===== config.mk =====
export PLATFORM = sky130hd
export DESIGN_NAME = sub_arbiter_seq_flat
export DESIGN_NICKNAME = d
export VERILOG_FILES = /design/src/rtl/sub_arbiter_seq_if.sv /design/src/rtl/sub_arbiter_seq.sv /design/src/flat_wrapper.sv
export SDC_FILE = /design/constraint.sdc
export NUM_CORES = 1
export LEC_CHECK = 0
export ABC_AREA = 1
export BUFFER_PORTS_ARGS = -buffer_cell sky130_fd_sc_hd__buf_4
export CAP_MARGIN = 20
export CORE_UTILIZATION = 55
export CTS_CLUSTER_DIAMETER = 60
export DETAILED_ROUTE_END_ITERATION = 10
export HOLD_SLACK_MARGIN = 0.08
export MAX_ROUTING_LAYER = met4
export PLACE_DENSITY = 0.85
export REMOVE_ABC_BUFFERS = 1
export SYNTH_ARGS = -nofsm -noshare
export SYNTH_HDL_FRONTEND = slang
export SYNTH_SLANG_ARGS = --single-unit

===== constraint.sdc =====
create_clock -name clk -period 4.75 [get_ports clk]
set_clock_uncertainty 0.05 [all_clocks]
set_input_delay 0.2375 -clock clk [delete_from_list [all_inputs] [get_ports clk]]
set_output_delay 0.2375 -clock clk [all_outputs]
set_load 0.02 [all_outputs]

===== src/rtl/sub_arbiter_seq_if.sv =====
// Bus between two requesters, the result consumer and the shared subtract engine.
// Handshake: a transfer happens on a rising edge where valid & ready are both high; ready never depends on data.
interface sub_arbiter_seq_if #(
  parameter int NUM_BYTES = 2
);
  localparam int W = 8 * NUM_BYTES;

  logic [1:0]   req_valid;
  logic [1:0]   req_ready;
  logic [W-1:0] req_a0;
  logic [W-1:0] req_b0;
  logic [W-1:0] req_a1;
  logic [W-1:0] req_b1;
  logic         res_valid;
  logic         res_ready;
  logic [W-1:0] res_data;
  logic         res_id;
  logic         res_ovf;
  logic         res_zero;

  modport slave (
    input  req_valid, req_a0, req_b0, req_a1, req_b1, res_ready,
    output req_ready, res_valid, res_data, res_id, res_ovf, res_zero
  );

  modport master (
    output req_valid, req_a0, req_b0, req_a1, req_b1, res_ready,
    input  req_ready, res_valid, res_data, res_id, res_ovf, res_zero
  );
endinterface


===== src/rtl/sub_arbiter_seq.sv =====
// Round-robin shared signed subtractor: one 8-bit subtract-with-borrow slice,
// LSB byte first, result returned with overflow/zero flags.
module sub_arbiter_seq #(
  parameter int NUM_BYTES = 2
) (
  input  logic                 clk,
  input  logic                 reset,
  sub_arbiter_seq_if.slave     bus,
  output logic [1:0]           dbg_state_o
);
  localparam int W  = 8 * NUM_BYTES;
  localparam int CW = (NUM_BYTES > 1) ? $clog2(NUM_BYTES) : 1;
  localparam logic [CW-1:0] LAST = CW'(NUM_BYTES - 1);

  typedef enum logic [1:0] {
    IDLE = 2'd0,
    CALC = 2'd1,
    DONE = 2'd2
  } state_e;

  state_e        state_q, state_d;
  logic          ptr_q, ptr_d;
  logic [CW-1:0] cnt_q, cnt_d;
  logic          carry_q, carry_d;
  logic [W-1:0]  a_q, a_d;
  logic [W-1:0]  b_q, b_d;
  logic          a_sign_q, a_sign_d;
  logic          b_sign_q, b_sign_d;
  logic [W-1:0]  res_q, res_d;
  logic          id_q, id_d;
  logic          ovf_q, ovf_d;
  logic          zero_q, zero_d;

  logic          grant_id;
  logic [1:0]    ready;
  logic [W-1:0]  sel_a, sel_b;
  logic [8:0]    sum9;
  logic [W+7:0]  shifted;
  logic [W-1:0]  res_next;

  always_ff @(posedge clk) begin
    if (reset) begin
      state_q  <= IDLE;
      ptr_q    <= 1'b0;
      cnt_q    <= '0;
      carry_q  <= 1'b0;
      a_q      <= '0;
      b_q      <= '0;
      a_sign_q <= 1'b0;
      b_sign_q <= 1'b0;
      res_q    <= '0;
      id_q     <= 1'b0;
      ovf_q    <= 1'b0;
      zero_q   <= 1'b0;
    end else begin
      state_q  <= state_d;
      ptr_q    <= ptr_d;
      cnt_q    <= cnt_d;
      carry_q  <= carry_d;
      a_q      <= a_d;
      b_q      <= b_d;
      a_sign_q <= a_sign_d;
      b_sign_q <= b_sign_d;
      res_q    <= res_d;
      id_q     <= id_d;
      ovf_q    <= ovf_d;
      zero_q   <= zero_d;
    end
  end

  // Operands shift right one byte per cycle so the slice always reads bit 0;
  // result bytes enter from the top and land in place after NUM_BYTES shifts.
  always_comb begin
    grant_id = (bus.req_valid == 2'b11) ? ptr_q : bus.req_valid[1];
    ready    = 2'b00;
    if (state_q == IDLE && bus.req_valid[grant_id]) begin
      ready = grant_id ? 2'b10 : 2'b01;
    end
    sel_a    = grant_id ? bus.req_a1 : bus.req_a0;
    sel_b    = grant_id ? bus.req_b1 : bus.req_b0;
    sum9     = {1'b0, a_q[7:0]} + {1'b0, ~b_q[7:0]} + {8'b0, carry_q};
    shifted  = {sum9[7:0], res_q};
    res_next = shifted[W+7:8];
  end

  always_comb begin
    state_d  = state_q;
    ptr_d    = ptr_q;
    cnt_d    = cnt_q;
    carry_d  = carry_q;
    a_d      = a_q;
    b_d      = b_q;
    a_sign_d = a_sign_q;
    b_sign_d = b_sign_q;
    res_d    = res_q;
    id_d     = id_q;
    ovf_d    = ovf_q;
    zero_d   = zero_q;
    unique case (state_q)
      IDLE: begin
        if (|ready) begin
          a_d      = sel_a;
          b_d      = sel_b;
          a_sign_d = sel_a[W-1];
          b_sign_d = sel_b[W-1];
          id_d     = grant_id;
          cnt_d    = '0;
          carry_d  = 1'b1;
          state_d  = CALC;
        end
      end
      CALC: begin
        res_d   = res_next;
        carry_d = sum9[8];
        a_d     = a_q >> 8;
        b_d     = b_q >> 8;
        cnt_d   = cnt_q + CW'(1);
        if (cnt_q == LAST) begin
          ovf_d   = (a_sign_q != b_sign_q) && (sum9[7] != a_sign_q);
          zero_d  = (res_next == '0);
          state_d = DONE;
        end
      end
      DONE: begin
        if (bus.res_ready) begin
          ptr_d   = ~id_q;
          state_d = IDLE;
        end
      end
      default: state_d = IDLE;
    endcase
  end

  assign bus.req_ready = ready;
  assign bus.res_valid = (state_q == DONE);
  assign bus.res_data  = res_q;
  assign bus.res_id    = id_q;
  assign bus.res_ovf   = ovf_q;
  assign bus.res_zero  = zero_q;
  assign dbg_state_o   = state_q;
endmodule


===== src/flat_wrapper.sv =====
// flat-port wrapper written by rule: the top's interface ports become plain ports
module sub_arbiter_seq_flat 
#(
  parameter int NUM_BYTES = 2
)
  (clk, reset, dbg_state_o, bus_req_valid, bus_req_a0, bus_req_b0, bus_req_a1, bus_req_b1, bus_res_ready, bus_req_ready, bus_res_valid, bus_res_data, bus_res_id, bus_res_ovf, bus_res_zero);
  sub_arbiter_seq_if #(.NUM_BYTES(NUM_BYTES)) bus_i ();
  input  logic clk;
  input  logic reset;
  output logic [1:0] dbg_state_o;
  input wire logic [$bits(bus_i.req_valid)-1:0] bus_req_valid;
  input wire logic [$bits(bus_i.req_a0)-1:0] bus_req_a0;
  input wire logic [$bits(bus_i.req_b0)-1:0] bus_req_b0;
  input wire logic [$bits(bus_i.req_a1)-1:0] bus_req_a1;
  input wire logic [$bits(bus_i.req_b1)-1:0] bus_req_b1;
  input wire logic [$bits(bus_i.res_ready)-1:0] bus_res_ready;
  output wire logic [$bits(bus_i.req_ready)-1:0] bus_req_ready;
  output wire logic [$bits(bus_i.res_valid)-1:0] bus_res_valid;
  output wire logic [$bits(bus_i.res_data)-1:0] bus_res_data;
  output wire logic [$bits(bus_i.res_id)-1:0] bus_res_id;
  output wire logic [$bits(bus_i.res_ovf)-1:0] bus_res_ovf;
  output wire logic [$bits(bus_i.res_zero)-1:0] bus_res_zero;
  assign bus_i.req_valid = bus_req_valid;
  assign bus_i.req_a0 = bus_req_a0;
  assign bus_i.req_b0 = bus_req_b0;
  assign bus_i.req_a1 = bus_req_a1;
  assign bus_i.req_b1 = bus_req_b1;
  assign bus_i.res_ready = bus_res_ready;
  assign bus_req_ready = bus_i.req_ready;
  assign bus_res_valid = bus_i.res_valid;
  assign bus_res_data = bus_i.res_data;
  assign bus_res_id = bus_i.res_id;
  assign bus_res_ovf = bus_i.res_ovf;
  assign bus_res_zero = bus_i.res_zero;
  sub_arbiter_seq #(.NUM_BYTES(NUM_BYTES)) u_core (.clk(clk), .reset(reset), .bus(bus_i), .dbg_state_o(dbg_state_o));
endmodule

Yosys cells after proc, flatten, opt, wreduce, memory -nomap -nowiden
Cells that the tools add are included.
{ "op_classes": {"n_addsub": 3, "order_cmp": 1, "n_eq_ne": 8, "mux": 19, "bitwise_logic": 2, "n_reduce_logical": 11} }
{ "ops": {"columns": ["op", "n"], "rows": [
  ["$mux 16", 4],
  ["$pmux 16 s2", 2],
  ["$logic_not 16->1", 1],
  ["$mux 2", 5],
  ["$add 8x8->9", 1],
  ["$add 9x1->9", 1],
  ["$not 8->8", 1],
  ["$reduce_and 2->1", 4],
  ["$pmux 2 s3", 1],
  ["$mux 1", 5],
  ["$eq 2x2->1 const B", 2],
  ["$ne 2x2->1 const B", 2],
  ["$pmux 1 s2", 2],
  ["$reduce_and 3->1", 1],
  ["$eq 2x1->1 const B", 1],
  ["$logic_and 1x1->1", 2],
  ["$logic_not 2->1", 1],
  ["$lt 1x2->1 const B", 1],
  ["$ne 1x1->1", 2],
  ["$ne 2x1->1 const B", 1],
  ["$reduce_bool 2->1", 1],
  ["$reduce_or 2->1", 1],
  ["$add 1x1->1 const B", 1],
  ["$not 1->1", 1]
]} }
{ "totals": {"reg_bits": 58, "in_bits": 69, "output_inout_bits": 24, "word_cells": 56} }

Longest topological paths before layout
Gate-level depths: netlist of run 1.
{ "depth": {"depth_word": 9, "ltp_mapped": 13} }

Worst setup path before layout of run 1
No wires, ideal clock.
{ "synth_path": {"kind": "register to register", "startpoint": "register u_core.a_q[0]", "endpoint": "register u_core.zero_q (netlist: u_core.bus.res_zero)", "setup_ns": 0.070, "arrival_ns": 1.779, "required_ns": 4.630, "path_slack_ns": 2.850, "path_stages_with_launch": 13, "n_path_buf": 0, "cell_sequence": "dfxtp_1 inv_1 fa_1 fa_1 inv_1 nand3_1 nand2_1 nand2_1 nand2_1 nand2_1 nor2_1 nand3_1 a21oi_1"} }
{ "synth_via": {"elab_chain_len": 3} }
{ "synth_rtl": {"columns": ["element", "line_no", "text"], "rows": [
  ["start, declared", "sub_arbiter_seq.sv:25", "logic [W-1:0] a_q, a_d;"],
  ["start signal, assigned", "sub_arbiter_seq.sv:47", "a_q <= '0;"],
  ["start signal, assigned", "sub_arbiter_seq.sv:60", "a_q <= a_d;"],
  ["$add 8x8->9", "sub_arbiter_seq.sv:81", "sum9 = {1'b0, a_q[7:0]} + {1'b0, ~b_q[7:0]} + {8'b0, carry_q};"],
  ["$add 9x1->9", "sub_arbiter_seq.sv:81", null],
  ["$logic_not 16->1", "sub_arbiter_seq.sv:120", "zero_d = (res_next == '0);"],
  ["end signal, assigned", "sub_arbiter_seq.sv:67", "zero_q <= zero_d;"],
  ["end, declared", "sub_arbiter_seq.sv:32", "logic zero_q, zero_d;"]
]} }
Every way passes these cells.
A chain may end at the register's enable or synchronous reset.

Final worst setup path of run 1
{ "layout_path": {"startpoint": "register u_core.state_q[1] (netlist: u_core.dbg_state_o[1])", "endpoint": "output bus_req_ready[0]"} }
{ "layout_via": {"elab_chain_len": 3} }
{ "layout_rtl": {"columns": ["element", "line_no", "text"], "rows": [
  ["start, declared", "sub_arbiter_seq.sv:21", "state_e state_q, state_d;"],
  ["start signal, assigned", "sub_arbiter_seq.sv:56", "state_q <= state_d;"],
  ["$logic_not 2->1", "sub_arbiter_seq.sv:76", "if (state_q == IDLE && bus.req_valid[grant_id]) begin"],
  ["$logic_and 1x1->1", "sub_arbiter_seq.sv:76", null],
  ["$mux 2", "sub_arbiter_seq.sv:76", null],
  ["end, declared", "flat_wrapper.sv:17", "output wire logic [$bits(bus_i.req_ready)-1:0] bus_req_ready;"]
]} }
Every way passes these cells.

==> results of run 1 <==
## report_power, final
| group | internal, mW | switching, mW | total (mW) |
|---|---|---|---|
| Clock | 0.300 | 0.184 | 0.484 |
| Combinational | 0.164 | 0.237 | 0.401 |
| Sequential | 0.536 | 0.0294 | 0.565 |
## registers in the layout, summed over array words and instances (netlist names)
register and cells:
u_core.b_sign_q 1, u_core.a_q 16, u_core.carry_q 1, u_core.bus.res_ovf 1, u_core.bus.res_zero 1, u_core.bus.res_data 16, u_core.ptr_q 1, u_core.dbg_state_o 2
u_core.a_sign_q 1, u_core.bus.res_id 1, u_core.b_q 16, u_core.cnt_q 1
## logic make-up after synthesis
kind of cell    Yosys count  share of synthesized area, %
fa+ha+maj                 9                          4.29
flops                    58                          39.1
xor+xnor                  1                         0.295
buf+inv                  82                          12.9
compound gates           69                          16.3
simple gates            191                          27.1
## synth_stat cells, types with 7 or more instances
master,instances
a21oi_1,11
dfxtp_1,58
a22oi_1,10
buf_6,8
nand3_1,24
nand2_1,141
a22oi_2,8
a31oi_1,16
nor2_1,10
ha_1,7
inv_1,63
o21ai_0,14
## metrics by stage
stage / utilization, % / area, um2
floorplan: - / 2830
global placement: 69.7 / 3610
detailed placement: 69.7 / 3610
CTS: 73.9 / 3820
global route: 73.9 / 3820
finish: 73.9 / 3820
## path summary, 6_finish.rpt
kind | startpoint | end | slack (ps)
worst min-delay path | bus_res_ready | u_core.dbg_state_o[1] | 110
worst max-delay path | u_core.dbg_state_o[1] | bus_req_ready[0] | 2440
worst min register to register | u_core.bus.res_data[0] | u_core.bus.res_data[0] | 410
worst max register to register | u_core.a_q[0] | u_core.bus.res_zero | 2670
## critical path, stage by stage (launching register included)
cell	delay [ps]
dfxtp_1	370
nor2_4	150
o21ai_4	120
a21oi_4	740
buf_4	280
## cell type report
type                            instances  area share (%)
Inverter                               64            6.28
Clock inverter                          1           0.785
Multi-Input combinational cell        270            37.3
Sequential cell                        58            30.4
Timing Repair Buffer                   92            18.1
Clock buffer                           15            4.88
Tap cell                               70            2.29
## routing by layer
metal,GRT usage (%),share of wire (%),up-vias
met1,31.1,46,1268
met3,8.99,5.7,8
li1,-,-,1485
met4,8.44,1.3,0
met5,-,0,-
met2,42.8,47,95
## cells in the final DEF (no fill, tap or decap)
cell and instances:
buf_4 92, inv_2 1, inv_1 63, clkbuf_1 2, o22ai_1 6, or2_1 1, nand2_1 141, nand3b_1 3
a21oi_1 11, o21ai_4 1, a22oi_1 10, a21oi_4 1, or2_2 2, nor2_1 10, xor2_1 1, dfxtp_1 58
clkbuf_8 13, nand3_1 24, nand2_2 2, ha_1 7, a211oi_1 1, o21bai_1 1, bufinv_16 1, nand4_1 5
nor2_4 3, a22oi_2 8, o21ai_0 14, fa_1 2, a31oi_1 16
==> results.sh, run 1 <==
export IMPL_status="finished clean"
export IMPL_drc=0
export IMPL_cts_buffers=9
export IMPL_areaGrowthSynthToFinish_pct=28.6
export IMPL_via_per_inst=5.01
export IMPL_synth_top_cell_area_share_pct=39.1
export IMPL_multi_input_area_um2=1430
export IMPL_worstPathArrival_ps=2020
export IMPL_cts_hold_buffers=0
export IMPL_vdd_ir_drop_max_v=0.000225
export IMPL_synth_warnings=0
export IMPL_die_area_um2=5700
export IMPL_worst_path_max_fanout=34
export IMPL_cts_tree="done"
export IMPL_cap_violations=0
export IMPL_syn_area_per_cell_um2=7.25
export IMPL_start_util_pct=57.5
export IMPL_min_path_type="in2reg"
export IMPL_avgRoutedWirePerCell_um=11.7
export IMPL_port_buffers=92
export IMPL_fp_dieW_um=75.5
export IMPL_grt_use_total_pct=26.5
export IMPL_dp_cells=554
export IMPL_dpl_hpwl_mm=4.77
export IMPL_rows=26
export IMPL_hold_path_depth=4
export IMPL_fin_nets=573
export IMPL_antenna_found_initial=0
export IMPL_fin_crit_ps=2310
export IMPL_cp_end_kind="output pin"
export IMPL_clock_sinks=58
export IMPL_syn_inst=410
export IMPL_hold_violations=0
export IMPL_layout_setup_ws_ps=2440
export IMPL_finalPower_mw=1.45
export IMPL_drt_iter0_drc=131
export IMPL_timing_final_crit_share_pct=48.7
export IMPL_ant_nets=0
export IMPL_htree_levels=3
export IMPL_cp_required_ps=4460
export IMPL_hold_slack_ps=105
export IMPL_grt_start_max_net_pins=35
export IMPL_layout_drive_gt1_share_pct=24.8
export IMPL_routed_wl_mm=6.67
export IMPL_grt_pass1_wl_mm=10.9
export IMPL_place_gp_congestion=0.880
export IMPL_cts_resized=0
export IMPL_synth_async_reset_ratio_pct=0
export IMPL_postCtsSetupRepairBufs=0
export IMPL_yosys_top_cells_area="dfxtp_1, nand2_1, inv_1"
export IMPL_cts_buffer_depth=2
export IMPL_clk_root_buffer_cell="clkbuf_8"
export IMPL_synth_cell_types=29
export IMPL_synthesis_area_um2=2970
export IMPL_p_leak_nw=1.89
export IMPL_setup_tns_ps=0
export IMPL_worst_slew_pin_slew_ps=953
export IMPL_place_ws_ps=2710
export IMPL_maxSlewViolCount=0
export IMPL_core_area_um2=5170
export IMPL_fillers=416
export IMPL_relSlewSlack_pct=36.3
export IMPL_firstDrtPassIters=5
export IMPL_vias=2856
export IMPL_die_h_um=75.5
export IMPL_synthFlopType="dfxtp_1"
export IMPL_grt_setup_unrepaired="false"
export IMPL_ioPinCount=93
export IMPL_critPathKind="reg2out"
export IMPL_worstSkewPairLatency_ps=340
export IMPL_instances_no_fill=570
export IMPL_ys_seq_elements=58
export IMPL_start_kind="register"
export IMPL_fmax_mhz=432
export IMPL_antenna_cells=0
export IMPL_ff2ff_path_depth=12
export IMPL_ys_seq_area_share_pct=39.1
export IMPL_setup_violations=0
export IMPL_clk_pin_slew_ps=60
export IMPL_grt_pass1_vias=2594
export IMPL_grt_overflow_total=0
export IMPL_p_per_area_nw_per_um2=379
export IMPL_yosysTopAreaCell="dfxtp_1"
export IMPL_regArea_um2=1160
export IMPL_synth_edf_count=0
(Power assumes the default switching activity.)
==> inputs of run 2 (changes only) <==
ABC_AREA = 0   (was 1)
CORE_UTILIZATION = 50   (was 55)
PLACE_DENSITY = 0.8   (was 0.85)
clock period = 2.18 ns   (was 4.75 ns; I/O delays follow)
==> results.sh, run 2 <==
export IMPL_ys_top_cells_by_count="dfxtp_1, nand2_1, a21oi_1"
export IMPL_synth_async_reset_ratio_pct=0
export IMPL_crit_slowest_cell="fa_1"
export IMPL_fillers=253
export IMPL_cp_cell_sequence="inv_2 > fa_2 > fa_1 > nand4bb_1 > nor4_2 > nand4_1 > or3_1 > o31ai_1"
export IMPL_htree_levels=3
export IMPL_ys_seq_elements=58
export IMPL_drc=0
export IMPL_cts_buffers=9
export IMPL_grt_setup_unrepaired="true"
export IMPL_met2_usage_pct=57.8
export IMPL_grt_use_met1_pct=38.3
export IMPL_critPathLaunch="u_core.a_q[0]"
export IMPL_endpoint="u_core.bus.res_zero"
export IMPL_setup_tns_ps=-318
export IMPL_place_ws_ps=-196
export IMPL_fin_crit_ps=2290
export IMPL_grt_pass1_vias=3053
export IMPL_placed_cell_area_um2=3480
export IMPL_hold_slack_ps=88.9
export IMPL_rows=26
export IMPL_cts_tree="done"
export IMPL_layout_drive_gt1_share_pct=29.3
export IMPL_worst_path_max_fanout=2
export IMPL_layout_setup_ws_ps=-114
export IMPL_timing_final_crit_share_pct=105
export IMPL_antenna_found_initial=0
export IMPL_synth_top_cell_area_share_pct=43.5
export IMPL_hold_path_depth=3
export IMPL_cts_buffer_depth=2
export IMPL_ioPinCount=93
export IMPL_worstPathArrival_ps=2510
export IMPL_synth_warnings=0
export IMPL_worstSkewPairLatency_ps=340
export IMPL_fp_dieW_um=75.0
export IMPL_clk_pin_slew_ps=70
export IMPL_routed_wl_mm=9.28
export IMPL_via_per_inst=5.92
export IMPL_start_kind="register"
export IMPL_clock_sinks=58
export IMPL_areaGrowthSynthToFinish_pct=66.2
export IMPL_fin_nets=548
export IMPL_die_h_um=75.0
export IMPL_gr_usage_met3_pct=8.43
export IMPL_ff2ff_setup_slack_ps=-110
export IMPL_dpl_hpwl_mm=4.66
export IMPL_vias=3229
export IMPL_syn_inst=308
export IMPL_synth_edf_count=0
export IMPL_grt_overflow_total=0
export IMPL_cp_end_kind="register"
export IMPL_top_usage_layer="met2"
export IMPL_port_buffers=92
export IMPL_p_per_area_nw_per_um2=773
export IMPL_hold_violations=0
export IMPL_critPathKind="reg2reg"
export IMPL_drt_iter0_drc=332
export IMPL_yosys_top_cells_area="dfxtp_1, a22oi_1, a222oi_1"
export IMPL_status="finished, violations left"
export IMPL_max_stage_delay_ps=520
export IMPL_syn_area_per_cell_um2=8.66
export IMPL_fmax_mhz=436
export IMPL_final_cell_mix="buf_4, dlygate4sd3_1, dfxtp_1"
export IMPL_firstDrtPassIters=6
export IMPL_setup_violations=4
export IMPL_finalPower_mw=3.43
export IMPL_grt_pass1_wl_mm=13.8
export IMPL_cp_required_ps=2400
export IMPL_rr_startpoint="u_core.a_q[0]"
export IMPL_ff2ff_path_depth=8
export IMPL_avgRoutedWirePerCell_um=17.0
export IMPL_failed_checks="setup timing"
export IMPL_die_area_um2=5630
export IMPL_ant_nets=0
export IMPL_grt_use_total_pct=34.4
export IMPL_grt_start_max_net_pins=59
export IMPL_synthMostInstantiatedCell="dfxtp_1"
export IMPL_place_gp_congestion=0.792
export IMPL_antenna_cells=0
export IMPL_dp_cells=462
export IMPL_worst_slew_pin_slew_ps=1010
export IMPL_synthesis_area_um2=2670
export IMPL_relSlewSlack_pct=32.7
export IMPL_maxSlewViolCount=0
export IMPL_final_core_util_pct=86.8
export IMPL_cap_violations=0
export IMPL_mostFrequentLayoutCell="buf_4"
export IMPL_clk_root_buffer_cell="clkbuf_8"
export IMPL_synthFlopType="dfxtp_1"
export IMPL_synth_cell_types=47
export IMPL_final_area_um2=4430
export IMPL_ys_seq_area_share_pct=43.5
export IMPL_instances_no_fill=545
export IMPL_start_util_pct=52.2
export IMPL_yosysTopAreaCell="dfxtp_1"
export IMPL_min_path_type="in2reg"
export IMPL_p_leak_nw=1.82
export IMPL_core_area_um2=5110
export IMPL_r2r_end="u_core.bus.res_zero"
export IMPL_vdd_ir_drop_max_v=0.000538
run 2: changes by cell type after synthesis, moves of 16 or more:
cell / previous run / this run
nand2_1: 141 / 34
inv_1: 63 / 12
a21oi_1: 11 / 31
clkbuf_1: 3 / 23
a222oi_1: 0 / 18
nand3_1: 24 / 7
a22oi_1: 10 / 26
run 2: what timing repair did:
action | in CTS | in global routing
resized for setup | 4 | 9
hold buffers | 65 | 0
hold endpoints to repair | 35 | 0
pin swaps | 2 | 6
endpoints found under the setup margin | 4 | 13
cloned | 0 | 0
setup buffers | 0 | 2
run 2: worst min path at each step:
stage                        start        endpoint  slack, ps
detailed placement   bus_res_ready    u_core.ptr_q        280
floorplan                    reset   u_core.a_q[0]        130
global route         bus_req_a1[0]   u_core.a_q[0]         90
global placement     bus_res_ready    u_core.ptr_q        270
CTS                  bus_req_a1[0]   u_core.a_q[0]         90
finish              bus_req_b0[15]  u_core.b_q[15]         90
run 2: cell families (layout without fill, tap and decap cells):
logic type / Yosys count / after routing / synth area share, %
DFF: 58 / 58 / 43.5
and+or+nand+nor: 99 / 99 / 17.7
adders and majority gates: 9 / 9 / 4.78
buffers and inverters: 35 / 202 / 4.92
xor gates and xnor gates: 3 / 3 / 0.985
AOI/OAI and AO/OA: 104 / 104 / 28.0
run 2: area by class of cell:
class                           instances  area, um2  share of cell area [%]
Timing Repair Buffer                  174       1490                    33.5
Multi-Input combinational cell        215       1420                    31.9
Sequential cell                        58       1160                    26.2
Clock buffer                           12        165                    3.72
Tap cell                               70       87.6                    1.98
Clock inverter                          4       72.6                    1.64
Inverter                               12       45.0                    1.02
run 2: routing by layer:
metal	part of all wire, %	vias up
li1	-	1481
met1	38	1522
met2	51	181
met3	6.5	45
met4	3.8	0
met5	0	-
run 2: worst max-delay path: cells and delay by family, from the launching register on:
family,cells,cell delay [ps]
AND/OR/NAND/NOR,4,710
adder cells (fa/ha/maj),2,900
AO/OA/AOI/OAI,1,170
flip-flops,1,340
buffers and inverters,1,40
run 2: power by group:
group / switching, mW / total, mW / internal [mW]
combinational: 0.514 / 1.03 / 0.515
sequential: 0.0763 / 1.23 / 1.16
clock: 0.431 / 1.17 / 0.735
total: 1.02 / 3.43 / 2.41
